**src/rtl/pipe_stage_chain_if.sv**
```systemverilog
// pipe_stage_chain_if: input handshake, stall/flush controls, per-stage taps and perf counters of the chain
interface pipe_stage_chain_if #(
  parameter int WIDTH = 32,
  parameter int DEPTH = 4,
  parameter int CNT_W = 16
);
  logic                   in_valid;
  logic [WIDTH-1:0]       in_data;
  logic                   in_ready;
  logic [DEPTH-1:0]       stall;
  logic [DEPTH-1:0]       flush;
  logic [DEPTH-1:0]       stage_valid;
  logic [DEPTH*WIDTH-1:0] stage_data;
  logic                   out_valid;
  logic [WIDTH-1:0]       out_data;
  logic [CNT_W-1:0]       perf_retire;
  logic [CNT_W-1:0]       perf_stall;
  logic [CNT_W-1:0]       perf_flush;
  modport master (
    output in_valid, in_data, stall, flush,
    input  in_ready, stage_valid, stage_data, out_valid, out_data, perf_retire, perf_stall, perf_flush
  );
  modport slave (
    input  in_valid, in_data, stall, flush,
    output in_ready, stage_valid, stage_data, out_valid, out_data, perf_retire, perf_stall, perf_flush
  );
endinterface

```
**src/rtl/pipe_stage_chain.sv**
```systemverilog
// pipe_stage_chain: DEPTH-stage in-order register chain with per-stage stall/flush and stage taps.
// Define PIPE_PERF_CNT_EN to add saturating retire/stall/flush counters; otherwise perf ports read 0.
module pipe_stage_chain #(
  parameter int               WIDTH   = 32,
  parameter int               DEPTH   = 4,
  parameter logic [WIDTH-1:0] NOP_VAL = '0,
  parameter int               CNT_W   = 16
) (
  input logic              clk,
  input logic              rst_n,
  pipe_stage_chain_if.slave p
);
  logic [DEPTH-1:0]            valid_q, valid_d, hold, kill, prev_valid, prev_hold;
  logic [DEPTH-1:0][WIDTH-1:0] data_q, data_d, prev_data;
  always_comb begin
    for (int i = 0; i < DEPTH; i++) begin
      hold[i] = |(p.stall >> i);
      kill[i] = |(p.flush >> i);
    end
  end
  // Each stage sees its upstream neighbour; stage 0's upstream is the input port.
  // Invalid stages always carry NOP_VAL, so copying an upstream bubble keeps that true.
  always_comb begin
    prev_valid = {valid_q[DEPTH-2:0], p.in_valid};
    prev_hold  = {hold[DEPTH-2:0], 1'b0};
    prev_data  = {data_q[DEPTH-2:0], p.in_valid ? p.in_data : NOP_VAL};
    for (int i = 0; i < DEPTH; i++) begin
      valid_d[i] = kill[i] ? 1'b0 : hold[i] ? valid_q[i] : prev_valid[i] & !prev_hold[i];
      data_d[i]  = (kill[i] || (!hold[i] && prev_hold[i])) ? NOP_VAL : hold[i] ? data_q[i] : prev_data[i];
    end
  end
  always_ff @(posedge clk) begin
    if (!rst_n) begin
      valid_q <= '0;
      data_q  <= {DEPTH{NOP_VAL}};
    end else begin
      valid_q <= valid_d;
      data_q  <= data_d;
    end
  end
  assign p.in_ready    = !hold[0] && !kill[0];
  assign p.stage_valid = valid_q;
  assign p.stage_data  = data_q;
  assign p.out_valid   = valid_q[DEPTH-1];
  assign p.out_data    = data_q[DEPTH-1];
`ifdef PIPE_PERF_CNT_EN
  logic [CNT_W-1:0] retire_q, stall_q, flush_q;
  logic             retire;
  assign retire = valid_q[DEPTH-1] & !p.stall[DEPTH-1] & !p.flush[DEPTH-1];
  always_ff @(posedge clk) begin
    if (!rst_n) begin
      retire_q <= '0;
      stall_q  <= '0;
      flush_q  <= '0;
    end else begin
      retire_q <= retire_q + CNT_W'(retire && !(&retire_q));
      stall_q  <= stall_q + CNT_W'((|p.stall) && !(&stall_q));
      flush_q  <= flush_q + CNT_W'((|p.flush) && !(&flush_q));
    end
  end
  assign p.perf_retire = retire_q;
  assign p.perf_stall  = stall_q;
  assign p.perf_flush  = flush_q;
`else
  assign p.perf_retire = '0;
  assign p.perf_stall  = '0;
  assign p.perf_flush  = '0;
`endif
endmodule

```
**src/flat_wrapper.sv**
```systemverilog
// flat-port wrapper written by rule: the top's interface ports become plain ports
module pipe_stage_chain_flat 
#(
  parameter int               WIDTH   = 32,
  parameter int               DEPTH   = 4,
  parameter logic [WIDTH-1:0] NOP_VAL = '0,
  parameter int               CNT_W   = 16
)
  (clk, rst_n, p_in_valid, p_in_data, p_stall, p_flush, p_in_ready, p_stage_valid, p_stage_data, p_out_valid, p_out_data, p_perf_retire, p_perf_stall, p_perf_flush);
  pipe_stage_chain_if #(.WIDTH(WIDTH), .DEPTH(DEPTH), .CNT_W(CNT_W)) p_i ();
  input logic clk;
  input logic rst_n;
  input wire logic [$bits(p_i.in_valid)-1:0] p_in_valid;
  input wire logic [$bits(p_i.in_data)-1:0] p_in_data;
  input wire logic [$bits(p_i.stall)-1:0] p_stall;
  input wire logic [$bits(p_i.flush)-1:0] p_flush;
  output wire logic [$bits(p_i.in_ready)-1:0] p_in_ready;
  output wire logic [$bits(p_i.stage_valid)-1:0] p_stage_valid;
  output wire logic [$bits(p_i.stage_data)-1:0] p_stage_data;
  output wire logic [$bits(p_i.out_valid)-1:0] p_out_valid;
  output wire logic [$bits(p_i.out_data)-1:0] p_out_data;
  output wire logic [$bits(p_i.perf_retire)-1:0] p_perf_retire;
  output wire logic [$bits(p_i.perf_stall)-1:0] p_perf_stall;
  output wire logic [$bits(p_i.perf_flush)-1:0] p_perf_flush;
  assign p_i.in_valid = p_in_valid;
  assign p_i.in_data = p_in_data;
  assign p_i.stall = p_stall;
  assign p_i.flush = p_flush;
  assign p_in_ready = p_i.in_ready;
  assign p_stage_valid = p_i.stage_valid;
  assign p_stage_data = p_i.stage_data;
  assign p_out_valid = p_i.out_valid;
  assign p_out_data = p_i.out_data;
  assign p_perf_retire = p_i.perf_retire;
  assign p_perf_stall = p_i.perf_stall;
  assign p_perf_flush = p_i.perf_flush;
  pipe_stage_chain #(.WIDTH(WIDTH), .DEPTH(DEPTH), .NOP_VAL(NOP_VAL), .CNT_W(CNT_W)) u_core (.clk(clk), .rst_n(rst_n), .p(p_i));
endmodule
```
**config.mk**
```make
export PLATFORM = sky130hd
export DESIGN_NAME = pipe_stage_chain_flat
export DESIGN_NICKNAME = d
export VERILOG_FILES = /design/src/rtl/pipe_stage_chain_if.sv /design/src/rtl/pipe_stage_chain.sv /design/src/flat_wrapper.sv
export SDC_FILE = /design/constraint.sdc
export NUM_CORES = 1
export LEC_CHECK = 0
export CORE_ASPECT_RATIO = 0.5
export CORE_MARGIN = 3
export CORE_UTILIZATION = 45
export CTS_BUF_LIST = sky130_fd_sc_hd__clkbuf_2
export CTS_CLUSTER_SIZE = 20
export DETAILED_ROUTE_END_ITERATION = 10
export PLACE_DENSITY = 0.88
export SLEW_MARGIN = 20
export SYNTH_ARGS = -nofsm -noshare
export SYNTH_HDL_FRONTEND = slang
export SYNTH_SLANG_ARGS = --single-unit
```
**constraint.sdc**
```tcl
create_clock -name clk -period 1.5 [get_ports clk]
set_clock_uncertainty 0.05 [all_clocks]
set_input_delay 0.15 -clock clk [delete_from_list [all_inputs] [get_ports clk]]
set_output_delay 0.15 -clock clk [all_outputs]
set_load 0.005 [all_outputs]
```
# ---- After elaboration in Yosys (flattened, before gate mapping)
# Index checks and enable logic that the tools add are counted.
dict set report op_classes {
  n_addsub 0
  mul 0
  div 0
  magnitude_cmp 0
  eq_ne 0
  shift 0
  n_mux 1
  bitwise_logic 4
  reduce_logical 25
}
# cell n
set ops {}
lappend ops {{32-bit 2-to-1 mux} 1}
lappend ops {{2-bit OR reduction} 6}
lappend ops {{4-bit OR reduction} 3}
lappend ops {{3-bit OR reduction} 3}
lappend ops {{1-bit logical NOT} 5}
lappend ops {{5-bit OR reduction} 1}
lappend ops {{1-bit logical AND} 4}
lappend ops {{1-bit bitwise AND} 3}
lappend ops {{1-bit logical OR} 3}
lappend ops {{1-bit NOT} 1}
dict set report totals {
  ff_bits 132
  latch_bits 0
  mem_bits_rw 0
  rom_bits 0
  word_cells 38
  n_memories 0
}

# ---- Logic depth before layout (Yosys ltp)
# Gate-level depths: netlist (run 1).
dict set report depth {
  depth_word 5
  depth_mapped 6
  ltp_nobuf 3
}

# ---- Worst setup path before layout (run 1)
# No wires, ideal clock.
dict set report synth_path {
  kind {input -> output}
  start {input p_stall[2]}
  end {output p_in_ready}
  t_arrival_ns 1.250
  t_required_ns 1.300
  setup_slack_ns 0.050
  path_stages 5
  n_path_buf 3
  path_cell_list {buf_2 -> or4_1 -> clkbuf_1 -> buf_2 -> nor2_1}
}
dict set report synth_between {
  elab_chain_cells 3
}
# item line
set synth_lines {}
lappend synth_lines {{start, declared} flat_wrapper.sv:15} ;# input wire logic [$bits(p_i.stall)-1:0] p_stall;
lappend synth_lines {{4-bit OR reduction} pipe_stage_chain.sv:17} ;# hold[i] = |(p.stall >> i);
lappend synth_lines {{1-bit logical NOT} pipe_stage_chain.sv:41} ;# assign p.in_ready = !hold[0] && !kill[0];
lappend synth_lines {{1-bit logical AND} pipe_stage_chain.sv:41}
lappend synth_lines {{end, declared} flat_wrapper.sv:17} ;# output wire logic [$bits(p_i.in_ready)-1:0] p_in_ready;
# Every way passes these cells.

# ---- Worst setup path after layout (run 1)
dict set report layout_path {
  start {input p_flush[2]}
  end {register u_core.data_q, in the netlist u_core.p.stage_data[3]}
}
dict set report layout_between {
  elab_chain_cells 1
}
# item line
set layout_lines {}
lappend layout_lines {{start, declared} flat_wrapper.sv:16} ;# input wire logic [$bits(p_i.flush)-1:0] p_flush;
lappend layout_lines {{5-bit OR reduction (no line)} -}
lappend layout_lines {{end signal, assigned} pipe_stage_chain.sv:35} ;# data_q <= {DEPTH{NOP_VAL}};
lappend layout_lines {{end signal, assigned} pipe_stage_chain.sv:38} ;# data_q <= data_d;
lappend layout_lines {{end, declared} pipe_stage_chain.sv:14} ;# logic [DEPTH-1:0][WIDTH-1:0] data_q, data_d, prev_data;
# Every way passes these cells.
# A chain may end at the register's enable or synchronous reset.

==> reports/results.ini, run 1 <==
[status]
outcome=complete, but fails checks
violations=setup timing

[floorplanning]
ios=257
start_util_pct=47.9
die_x_um=173
core_um2=13200
die_h_um=89.7
num_rows=29
die_area_um2=15600

[critical_path]
max_stage_delay_ns=0.55
r2r-start=u_core.p.stage_valid[2]
critPathMaxFanout=33
critPathBufInv=3
crit_required_ns=2.02
arrival_ns=2.13
r2r-end=u_core.p.stage_valid[3]
reg2regPathDepth=4
cp-end-kind=flip-flop
path_cells=dlymetal6s2s_1 > dlygate4sd3_1 > or3b_1 > or3_2 > buf_12 > a21oi_1
regToRegSetupSlack_ns=0.45
critPathKind=in2reg
critPathLaunchType=primary input
path_delay_family=buffers and inverters
slowest_stage=dlygate4sd3_1

[grt]
overflow=0
grt_pass1_wl_mm=31.5
grt_pass1_vias=5890
antenna_found_initial=0
grt_usage_pct=25.1
grt_max_degree=35

[timing]
drv_slew=0
grt_setup_unrepaired=true
layout_setup_ws_ns=-0.106
min_period_ns=1.61
finalCritPeriodShare_pct=107
holdWs_ns=0.0618
finalSetupViolations=2
finalHoldViolCount=0
max_freq_ghz=0.623

[power]
p_leak_nw=3.89
peakVddDrop_mv=0.486
powerDensity_nw_per_um2=720
p_total_mw=6.35

[synth]
ys_top_cells_by_area=dfxtp_1 42%, buf_4 21%, nand2_1 7.9%
synth_top_area_cell=dfxtp_1
synth-seq-cells=132
ys_types=26
syn_inst=735
yosysSeqAreaShare_pct=41.9
syn_area_per_cell_um2=8.58
ys_warn_count=0
synth_top_area_share_pct=41.9
syn_area_um2=6310

[finish]
final_core_util_pct=67.0
fin_area_um2=8820
area_growth_pct=39.8
final_net_count=1034
drive_gt1_share_pct=53.4
layout_common_cells=144 x clkbuf_2, 144 x buf_4, 132 x nand2_1
layout.cells.non_filler=1190

[min_path]
whs_path_depth=3
hp-class=in2reg
holdPathEnd=u_core.p.stage_data[6]
min_from=p_in_data[6]

[cts]
cts_buffers=17
cts_root_buf=clkbuf_2
cts_buffer_depth=2
cts_tree=built
clock_latency_ns=0.67
h-tree-depth=4
path_clk_slew_ns=0.20
cts_sinks=132

[drt]
ant_nets=0
drc=0
avgRoutedWirePerCell_um=18.3
vias_per_cell=5.17
num_vias=6149
dr.pass1.iters=5
first_iter_violations=577
routed_wl_mm=21.8

[placed_design]
place_area_um2=7530
hpwl_mm=11.7
io_buffers=208
placed_cells=982
gp_congestion=0.840

[job]
cap_viol_max_count=0

## cell type report
type	count	area, um2
Antenna cell	1	2.50
Sequential cell	132	2810
Fill cell	927	4350
Multi-Input combinational cell	426	2290
Timing Repair Buffer	414	3230
Clock inverter	13	159
Clock buffer	18	90.1
Tap cell	186	233
## per-layer routing
metal	vias up	routed length, um	global-route usage, %
li1	2696	-	-
met1	2902	8120	29.0
met2	429	10500	44.9
met3	122	1730	4.97
met4	0	1360	11.7
met5	-	0	0
## timing repair
| item | 4_1_cts | 5_1_grt |
|---|---|---|
| pin swaps | 1 | 1 |
| setup buffers | 125 | 24 |
| endpoints found under the hold margin | 22 | 40 |
| resized for setup | 535 | 197 |
| hold buffers | 22 | 14 |
| endpoints found under the setup margin | 166 | 164 |
## state kept, by name, indices dropped and copies added, names as in the netlist
signal	cells
u_core.p.out_data	32
u_core.p.stage_data	96
u_core.p.stage_valid	4
## synthesized netlist by cell type
cell type	instances
a21o_2	1
a21oi_1	70
a21oi_2	30
buf_1	1
buf_2	14
buf_4	177
buf_6	1
buf_8	3
clkbuf_1	28
conb_1	1
dfxtp_1	132
mux2i_1	32
nand2_1	132
nand2b_1	1
nand3_1	32
nand3b_1	35
nor2_1	34
nor3_4	1
nor3b_1	2
nor4_4	1
or2_1	1
or2_2	1
or3_1	2
or3b_1	1
or4_1	1
or4_2	1
## worst max-delay path by stage
stage	from	end	depth (start not counted)
floorplan	p_stall[2]	p_in_ready	5
detailed placement	p_flush[3]	u_core.p.stage_data[5]	6
finish	p_flush[2]	u_core.p.stage_data[3]	6
global placement	p_flush[3]	p_in_ready	4
CTS	u_core.p.out_data[11]	p_out_data[11]	2
global route	p_flush[2]	u_core.p.stage_data[3]	6
## logic make-up (layout without fill, tap and decap cells)
logic type	count (synthesis)	in the layout	synth area share [%]
AOI/OAI and AO/OA	101	101	9.86
buffers and inverters	224	445	24.8
DFF	132	132	41.9
muxes	32	32	5.08
other	1	49	0.0595
and+or+nand+nor	245	245	18.3
## through the flow
stage	setup TNS [ns]	worst slack [ns]
after floorplan	0	0.0498
after global placement	-43.58	-0.541
after detailed placement	-49.19	-0.555
after CTS	-0.0980	-0.0546
after global routing	-0.562	-0.0924
final	-0.112	-0.106
## report_power, final
part,total [mW],switching (mW),internal [mW]
Clock,2.31,1.39,0.927
Combinational,0.532,0.276,0.256
Sequential,3.50,0.000358,3.50
Total,6.35,1.66,4.69
## worst register-to-register path, delay by kind of cell (launching register included)
family / cells / cell delay (ns)
compound gates: 1 / 0.08
simple gates: 2 / 0.37
flops: 1 / 0.37
buf+inv: 1 / 0.11
Power figures use the tool's default switching activity.
==> run 2: changes to the inputs <==
--- a/config.mk
+++ b/config.mk
@@ -7,11 +7,11 @@
 export LEC_CHECK = 0
 export CORE_ASPECT_RATIO = 0.5
 export CORE_MARGIN = 3
-export CORE_UTILIZATION = 45
+export CORE_UTILIZATION = 40
 export CTS_BUF_LIST = sky130_fd_sc_hd__clkbuf_2
 export CTS_CLUSTER_SIZE = 20
 export DETAILED_ROUTE_END_ITERATION = 10
-export PLACE_DENSITY = 0.88
+export PLACE_DENSITY = 0.83
 export SLEW_MARGIN = 20
 export SYNTH_ARGS = -nofsm -noshare
 export SYNTH_HDL_FRONTEND = slang
==> constraint.sdc (replaced) <==
create_clock -name clk -period 1.32 [get_ports clk]
set_clock_uncertainty 0.05 [all_clocks]
set_input_delay 0.132 -clock clk [delete_from_list [all_inputs] [get_ports clk]]
set_output_delay 0.132 -clock clk [all_outputs]
set_load 0.005 [all_outputs]
==> reports/results.ini, run 2 (same netlist as run 1, synthesis figures left out) <==
[status]
outcome=complete, but fails checks
violations=setup timing

[timing]
holdWs_ns=0.0590  ; -0.00281 ns
max_freq_ghz=0.677
drv_slew=0  ; unchanged
finalHoldViolCount=0  ; unchanged
finalCritPeriodShare_pct=112
grt_setup_unrepaired=true
finalSetupViolations=161  ; +159
min_period_ns=1.48
layout_setup_ws_ns=-0.157  ; -0.0508 ns

[grt]
antenna_found_initial=0  ; unchanged
grt_pass1_wl_mm=30.6  ; -2.9%
grt_usage_pct=22.5  ; -2.6 points
grt_pass1_vias=5824  ; -1.1%
overflow=0  ; unchanged
grt_max_degree=35  ; unchanged

[floorplanning]
start_util_pct=42.2  ; -5.6 points
ios=257  ; unchanged
die_area_um2=17400  ; +12%
core_um2=14900  ; +13%
num_rows=31  ; +6.9%
die_x_um=184  ; +5.9%
die_h_um=94.8  ; +5.7%

[finish]
mostFrequentLayoutCell=buf_4
layout_common_cells=147 x buf_4, 132 x nand2_1, 132 x buf_6
final_core_util_pct=63.8  ; -3.2 points
drive_gt1_share_pct=54.4  ; +0.92 points
area_growth_pct=51.0
n_antenna_cell=0  ; -1
largest_register_ffs=96  ; unchanged
fin_area_um2=9520  ; +8.0%
final_net_count=1051  ; +1.6%

[drt]
first_iter_violations=516  ; -11%
ant_nets=0  ; unchanged
avgRoutedWirePerCell_um=18.9  ; +3.2%
dr.pass1.iters=5  ; unchanged
routed_wl_mm=23.0  ; +5.7%
vias_per_cell=5.13  ; -0.70%
num_vias=6255  ; +1.7%
drc=0  ; unchanged

[cts]
cts_sinks=132  ; unchanged
path_clk_slew_ns=0.23  ; +0.03 ns
cts_buffer_depth=2  ; unchanged
cts_tree=built
h-tree-depth=4  ; unchanged
cts_root_buf=clkbuf_2
cts_buffers=17  ; unchanged
clock_latency_ns=0.69  ; +0.02 ns

[placed_design]
hpwl_mm=11.9  ; +2.0%
gp_congestion=0.903  ; +7.5%
dp_slack_ns=-0.708  ; -0.153 ns
place_area_um2=7570  ; +0.53%
io_buffers=208  ; unchanged

[critical_path]
path_common_cell=buf_6
arrival_ns=1.29  ; -0.84 ns
critPathLaunchType=flip-flop
critPathKind=reg2out
path_cells=buf_6 > buf_6
slowest_stage=dfxtp_2
cp-end-kind=output pin
critPathMaxFanout=2  ; -94%
crit_required_ns=1.14  ; -0.88 ns
max_stage_delay_ns=0.39  ; -0.16 ns

[power]
powerDensity_nw_per_um2=804  ; +12%
p_total_mw=7.66  ; +21%
peakVddDrop_mv=0.648  ; +33%
p_leak_nw=4.17  ; +7.2%

[min_path]
hp-class=in2reg

[job]
cap_viol_max_count=0  ; unchanged

==> run 2: changes by cell type in the layout (fill, tap and decap cells not counted), moves of 3 or more <==
| cell | change |
|---|---|
| buf_2 | +56 |
| buf_4 | +3 |
| buf_6 | +82 |
| clkbuf_2 | -126 |
| clkdlybuf4s50_1 | -3 |
| dlygate4sd2_1 | +4 |
| dlymetal6s2s_1 | -3 |
==> run 2: what timing repair did <==
item / CTS / global route
gates cloned: 0 / 2
setup endpoints to repair: 166 / 212
hold buffers: 36 / 1
hold endpoints to repair: 34 / 1
pin swaps: 3 / 3
setup buffers: 129 / 24
resized for setup: 898 / 49
==> run 2: report_power, final <==
part | leakage [nW] | internal (mW) | switching [mW] | total (mW)
Clock | 0.168 | 1.43 | 1.62 | 3.05
Sequential | 1.13 | 3.98 | 0.000513 | 3.98
Combinational | 2.87 | 0.302 | 0.325 | 0.627
Total | 4.17 | 5.71 | 1.94 | 7.66
==> run 2: worst paths after layout <==
kind | from | to | slack (ns) | cells after the start
min reg2reg | u_core.p.stage_data[47] | u_core.p.stage_data[79] | 0.43 | 2
min | p_flush[0] | u_core.p.stage_data[0] | 0.06 | 4
max | u_core.p.out_data[11] | p_stage_data[107] | -0.16 | 2
max reg2reg | u_core.p.stage_valid[2] | u_core.p.stage_valid[3] | 0.07 | 4
==> run 2: per-stage QoR <==
step                std cells  setup TNS, ns
finish                   1219          -6.79
global route             1219         -19.55
CTS                      1192         -11.31
detailed placement        995         -69.92
global placement          995         -66.57
floorplan                 782              0
==> run 2: area by class of cell <==
type	count	area, um2
clock buffers	18	90.1
clock inverters	14	208
well taps	198	248
fillers	1074	5410
flip-flops and latches	132	2820
multi-input cells	426	2300
repair buffers	431	3860
==> run 2: routing by layer <==
layer  up-vias  track usage (%)  routed length [um]  part of all wire (%)
li1       2732                -                   -                     -
met2       427             41.0               11100                    48
met1      2978             24.8                8730                    38
met3       118             4.66                1830                   7.9
met5         -                0                   0                     0
met4         0             13.1                1340                   5.8
==> run 2: worst max-delay path: cells and delay by family (launching register included) <==
family	cells	cell delay [ns]
flops	1	0.39
buf+inv	2	0.21
